[config.mk]
export PLATFORM = sky130hd
export DESIGN_NAME = sample_pacing_fifo
export DESIGN_NICKNAME = d
export VERILOG_FILES = /design/src/rtl/sample_pacing_fifo.sv
export SDC_FILE = /design/constraint.sdc
export NUM_CORES = 1
export LEC_CHECK = 0
export BUFFER_PORTS_ARGS = -buffer_cell sky130_fd_sc_hd__clkbuf_2
export CAP_MARGIN = 15
export CORE_ASPECT_RATIO = 0.5
export CORE_UTILIZATION = 26
export CTS_CLUSTER_SIZE = 10
export DETAILED_ROUTE_END_ITERATION = 10
export PLACE_DENSITY = 0.53
export SETUP_SLACK_MARGIN = 0.2
export SLEW_MARGIN = 20
export SYNTH_ARGS = -nofsm -noshare
export SYNTH_HDL_FRONTEND = slang
export SYNTH_SLANG_ARGS = --single-unit
export TNS_END_PERCENT = 50
[constraint.sdc]
create_clock -name clk -period 5.35 [get_ports clk]
set_input_delay 0.535 -clock clk [delete_from_list [all_inputs] [get_ports clk]]
set_output_delay 0.535 -clock clk [all_outputs]
set_load 0.03 [all_outputs]
[src/rtl/sample_pacing_fifo.sv]
// sample_pacing_fifo
// Collects 16-bit samples from a host that delivers them as two bytes on an
// asynchronous strobe (fall = low byte, rise = high byte), queues them in a
// small FIFO, and releases one sample every (divider+1) modulator pulses.
// Sticky overrun/underrun flags report dropped writes and starved pops.
module sample_pacing_fifo #(
   parameter int          DEPTH_LOG2   = 3,
   parameter logic [15:0] RESET_SAMPLE = 16'h2000
) (
   input  logic                  clk,
   input  logic                  reset,
   input  logic [7:0]            data_in,
   input  logic                  data_part_in,
   input  logic                  enable,
   input  logic [7:0]            divider,
   input  logic                  pulse_done,
   input  logic                  clear_flags,
   output logic [15:0]           sample_out,
   output logic                  sample_valid,
   output logic [DEPTH_LOG2:0]   fifo_level,
   output logic                  overrun,
   output logic                  underrun
);

   localparam int DEPTH = 1 << DEPTH_LOG2;
   localparam int LVL_W = DEPTH_LOG2 + 1;
   localparam logic [LVL_W-1:0] LVL_FULL = LVL_W'(DEPTH);
   localparam logic [LVL_W-1:0] LVL_ONE  = LVL_W'(1'b1);
   localparam logic [DEPTH_LOG2-1:0] PTR_ONE = DEPTH_LOG2'(1'b1);

   // Strobe synchronizer: bit 2 is the raw input, bit 1 the synchronized
   // level, bit 0 the previous synchronized level. Reset to all-ones so a
   // host holding the strobe high across reset produces no edge.
   logic [2:0]            sync_q, sync_d;
   logic [7:0]            low_byte_q, low_byte_d;
   logic [15:0]           mem_q [DEPTH];
   logic [15:0]           mem_d [DEPTH];
   logic [DEPTH_LOG2-1:0] wr_ptr_q, wr_ptr_d;
   logic [DEPTH_LOG2-1:0] rd_ptr_q, rd_ptr_d;
   logic [LVL_W-1:0]      level_q, level_d;
   logic [7:0]            pace_q, pace_d;
   logic [15:0]           sample_q, sample_d;
   logic                  valid_q, valid_d;
   logic                  overrun_q, overrun_d;
   logic                  underrun_q, underrun_d;

   logic                  fall_s;
   logic                  push_s;
   logic                  pop_req_s;
   logic                  do_pop_s;
   logic                  do_push_s;
   logic                  empty_s;
   logic                  full_s;

   // Next-state logic: byte assembly, pacing, FIFO pointers/level, flags.
   always_comb begin
      sync_d     = {data_part_in, sync_q[2:1]};
      low_byte_d = low_byte_q;
      mem_d      = mem_q;
      wr_ptr_d   = wr_ptr_q;
      rd_ptr_d   = rd_ptr_q;
      level_d    = level_q;
      pace_d     = pace_q;
      sample_d   = sample_q;
      valid_d    = 1'b0;
      overrun_d  = overrun_q;
      underrun_d = underrun_q;
      pop_req_s  = 1'b0;

      fall_s  = (sync_q[1] == 1'b0) && (sync_q[0] == 1'b1);
      push_s  = (sync_q[1] == 1'b1) && (sync_q[0] == 1'b0);
      empty_s = (level_q == {LVL_W{1'b0}});
      full_s  = (level_q == LVL_FULL);

      if (fall_s) begin
         low_byte_d = data_in;
      end else begin
         low_byte_d = low_byte_q;
      end

      // Pace counter: divider is sampled only at reload time.
      if (!enable) begin
         pace_d = 8'd0;
      end else if (pulse_done) begin
         if (pace_q == 8'd0) begin
            pace_d    = divider;
            pop_req_s = 1'b1;
         end else begin
            pace_d = pace_q - 8'd1;
         end
      end else begin
         pace_d = pace_q;
      end

      // The pop is resolved first, so a full FIFO can take a same-cycle push
      // and an empty FIFO never forwards a same-cycle push to sample_out.
      do_pop_s  = pop_req_s && !empty_s;
      do_push_s = push_s && (!full_s || do_pop_s);

      if (do_pop_s) begin
         sample_d = mem_q[rd_ptr_q];
         valid_d  = 1'b1;
         rd_ptr_d = rd_ptr_q + PTR_ONE;
      end else begin
         sample_d = sample_q;
         rd_ptr_d = rd_ptr_q;
      end

      if (do_push_s) begin
         mem_d[wr_ptr_q] = {data_in, low_byte_q};
         wr_ptr_d        = wr_ptr_q + PTR_ONE;
      end else begin
         wr_ptr_d = wr_ptr_q;
      end

      case ({do_push_s, do_pop_s})
         2'b10:   level_d = level_q + LVL_ONE;
         2'b01:   level_d = level_q - LVL_ONE;
         default: level_d = level_q;
      endcase

      // A new flag event wins over a same-cycle clear.
      if (push_s && !do_push_s) begin
         overrun_d = 1'b1;
      end else if (clear_flags) begin
         overrun_d = 1'b0;
      end else begin
         overrun_d = overrun_q;
      end

      if (pop_req_s && empty_s) begin
         underrun_d = 1'b1;
      end else if (clear_flags) begin
         underrun_d = 1'b0;
      end else begin
         underrun_d = underrun_q;
      end
   end

   // Control and status registers with synchronous reset.
   always_ff @(posedge clk) begin
      if (reset) begin
         sync_q     <= 3'b111;
         low_byte_q <= 8'h00;
         wr_ptr_q   <= {DEPTH_LOG2{1'b0}};
         rd_ptr_q   <= {DEPTH_LOG2{1'b0}};
         level_q    <= {LVL_W{1'b0}};
         pace_q     <= 8'd0;
         sample_q   <= RESET_SAMPLE;
         valid_q    <= 1'b0;
         overrun_q  <= 1'b0;
         underrun_q <= 1'b0;
      end else begin
         sync_q     <= sync_d;
         low_byte_q <= low_byte_d;
         wr_ptr_q   <= wr_ptr_d;
         rd_ptr_q   <= rd_ptr_d;
         level_q    <= level_d;
         pace_q     <= pace_d;
         sample_q   <= sample_d;
         valid_q    <= valid_d;
         overrun_q  <= overrun_d;
         underrun_q <= underrun_d;
      end
   end

   // Sample storage; contents are don't-care until written, so no reset.
   always_ff @(posedge clk) begin
      mem_q <= mem_d;
   end

   assign sample_out   = sample_q;
   assign sample_valid = valid_q;
   assign fifo_level   = level_q;
   assign overrun      = overrun_q;
   assign underrun     = underrun_q;

endmodule

==> summary.md <==
| Metric | Value |
|---|---|
| Clock latency on the worst-skew pair | `0.43 ns` |
| Ys Warns | `0` |
| Drt first pass iters | `4` |
| Post-synth EDFFs | `128` |
| Clk_skew | `0.0108 ns` |
| # H-tree levels | `4` |
| Residual DRC | `0` |
| Initial core utilization | `0.270` |
| CP Launch Type | `register` |
| Post-synthesis cell area | `6920 sq um` |
| CTS tree | `built` |
| Seq/Total Area, Yosys | `0.694` |
| Worst-path cell chain | `inv_1 > ha_1 > or4b_4 > o31ai_1 > nand2_1 > ha_1 > or3_1 > o32ai_1 > mux2_2` |
| Top cell type's share of synthesized area | `0.555` |
| Status | `finished clean` |
| First-pass GRT wire length | `23200 microns` |
| Share of post-route cells with drive strength above 1 | `0.241` |
| Flops & latches, synth | `176` |
| Max incr delay on CP | `0.57 ns` |
| DR vias/cell | `4.61` |
| Final period util | `0.646` |
| Number of global-route vias before repair | `3996` |
| Clock transition at path regs | `0.07 ns` |
| Grt total ovfl | `0` |
| Fin crit period | `3.46 ns` |
| Register Area | `4810 sq um` |
| Clk sinks | `176` |
| Area occupied by multi-input gates | `2010 sq um` |
| Crit. End Element | `register` |
| PD cells | `344 nW/um^2` |
| Distinct cells, synth | `45` |
| I/O Buffers | `44` |
| Root Driver | `clkbuf_16` |
| # IOs | `45` |
| Core area | `25600 sq um` |
| Largest fanout on the critical path | `11` |
| Post_cts resized | `0` |
| Hpwl dp | `8650 microns` |
| Largest area contributor in the netlist | `edfxtp_1` |
| Post-CTS Hold Buffers | `0` |
| Largest net degree at the start of global routing | `50` |
| Crit path arrival time | `3.77 ns` |
| Max-cap viol count | `0` |
| Die area | `27300 sq um` |
| VDD IR max | `173 uV` |
| Top cells by area, synth | `edfxtp_1 56%, dfxtp_1 14%, mux2i_1 6.2%, mux4_2 5.5%, nor2_1 2.2%` |
| Routed length per instance | `17.1 microns` |
| DIE WIDTH | `233 microns` |
| Die height | `117 microns` |
| Initial antenna violation count | `0` |
| CTS buffer count | `17` |
| Final WL | `14800 microns` |
| CP most frequent cell | `ha_1` |
| Setup CP Type | `register to register` |
| Vias | `3990` |
| # rows | `41` |
| Synth-to-layout area growth | `18.1%` |
| Post-route ant nets | `0` |
| Filler cells | `2540` |
| Min-Delay Path Class | `primary input to register` |
| Syn_nets | `484` |
| ANT cells | `0` |
| Async set-reset flop share out of synthesis | `0` |
| Final setup vio count | `0` |
| DR iter-0 viols | `279` |
| Setup tns final | `0 ns` |
| Max transition margin | `0.396` |
| Worst hold slack | `0.301 ns` |
| Final count of pins violating max slew | `0` |
| RSZ-0062 raised after global routing | `no` |
| Cells after synthesis | `455` |
| Static Leakage | `2.63 nW` |
| Avg Synthesized Cell Area | `15.2 sq um` |
| GRT Total Usage | `0.114` |
| Placer Congestion | `0.739` |
| FMAX | `289 MHz` |
| Fin nets | `538` |
| Postcts setup bufs | `0` |
| Synth Flop Type | `edfxtp_1` |
| WP buf/inv | `1` |
| Flop-to-flop setup slack | `1.89 ns` |
| Longest Clk Path Bufs | `2` |
| CP top delay family | `simple AND/OR/NAND/NOR gates` |
| Final Hold Fails | `0` |
| Worst-margin pin slew | `0.898 ns` |
| Slowest cell on crit path | `or4b_4` |
| Worst Path Required | `5.67 ns` |
per-stage QoR:
stage	worst slack [ns]	util	cell area, sq um	total power [mW]	std cells
2_1_floorplan	1.48	-	6920	1.60	455
3_3_place_gp	1.82	0.297	7610	1.64	834
3_5_place_dp	1.74	0.297	7610	1.64	834
4_1_cts	1.89	0.319	8180	2.85	866
5_1_grt	1.65	0.319	8180	2.91	866
6_report	1.89	0.319	8180	2.81	866
worst register-to-register path, delay by kind of cell (launching register included):
kind | cells | cell delay [ns]
adders and majority gates | 2 | 0.66
buffers and inverters | 1 | 0.10
AOI/OAI and AO/OA | 2 | 0.61
muxes | 1 | 0.37
DFF | 1 | 0.34
and+or+nand+nor | 3 | 1.27
registers in the layout (all words and copies together), names as in the netlist, 3 cells and up:
register    count
sample_out     16
wr_ptr_q        3
rd_ptr_q        3
sync_q          3
mem_q         128
fifo_level      4
pace_q          8
low_byte_q      8
per-layer routing:
| layer | vias to the layer above | track usage | part of all wire |
|---|---|---|---|
| met5 | - | 0 | 0 |
| li1 | 1892 | - | - |
| met3 | 21 | 0.0207 | 0.020 |
| met1 | 2035 | 0.156 | 0.50 |
| met2 | 42 | 0.174 | 0.46 |
| met4 | 0 | 0.0511 | 0.020 |
synthesized netlist by cell type, drive strengths merged (3+ instances only):
cell    number
a211oi      16
a21oi       26
buf          9
clkbuf      15
dfxtp       48
edfxtp     128
ha           7
inv          7
mux2         4
mux2i       43
mux4        17
nand2        6
nand2b       6
nand3        5
nor2        40
nor2b        7
nor3         8
nor4         5
o21ai        8
o22ai       15
or2          4
or3          4
or4b         3
xor2         3
cell usage in the layout, fill, tap and decap left out, types with 8 or more instances in the layout:
master	n
mux2i_1	43
o22ai_1	15
mux4_2	17
nor2_1	40
a211oi_1	16
o21ai_0	8
a21oi_1	26
clkbuf_2	44
edfxtp_1	128
clkbuf_16	17
buf_4	15
dfxtp_1	47
power by group:
part           switching, mW  total (mW)  internal (mW)
Clock                  0.547        1.21          0.658
Combinational         0.0773       0.124         0.0467
Sequential            0.0145        1.48           1.47
Total                  0.639        2.81           2.18
kinds of logic (layout without fill, tap and decap cells):
group	count (synthesis)	count (layout)	synth area share
flops	176	176	0.694
simple gates	94	94	0.0730
compound gates	79	79	0.0716
mux	64	64	0.124
buf+inv	31	98	0.0199
fa+ha+maj	7	7	0.0126
xor+xnor	4	4	0.00506
path summary, 6_finish.rpt:
kind / from / to / depth (start not counted)
worst min-delay path: data_part_in / sync_q[2]$_SDFF_PP1_ / 2
worst min register to register: sync_q[2]$_SDFF_PP1_ / sync_q[1]$_SDFF_PP1_ / 1
worst max register to register: pace_q[0]$_SDFFE_PP0P_ / fifo_level[3]$_SDFFE_PP0P_ / 9
worst max-delay path: pace_q[0]$_SDFFE_PP0P_ / fifo_level[3]$_SDFFE_PP0P_ / 9
final cells by class:
type	count	area share
Sequential cell	176	0.588
Multi-Input combinational cell	248	0.246
Clock inverter	14	0.0174
Tap cell	344	0.0526
Inverter	7	0.00321
Clock buffer	18	0.0525
Timing Repair Buffer	59	0.0407
No activity file was read; power rests on OpenSTA's default activity.
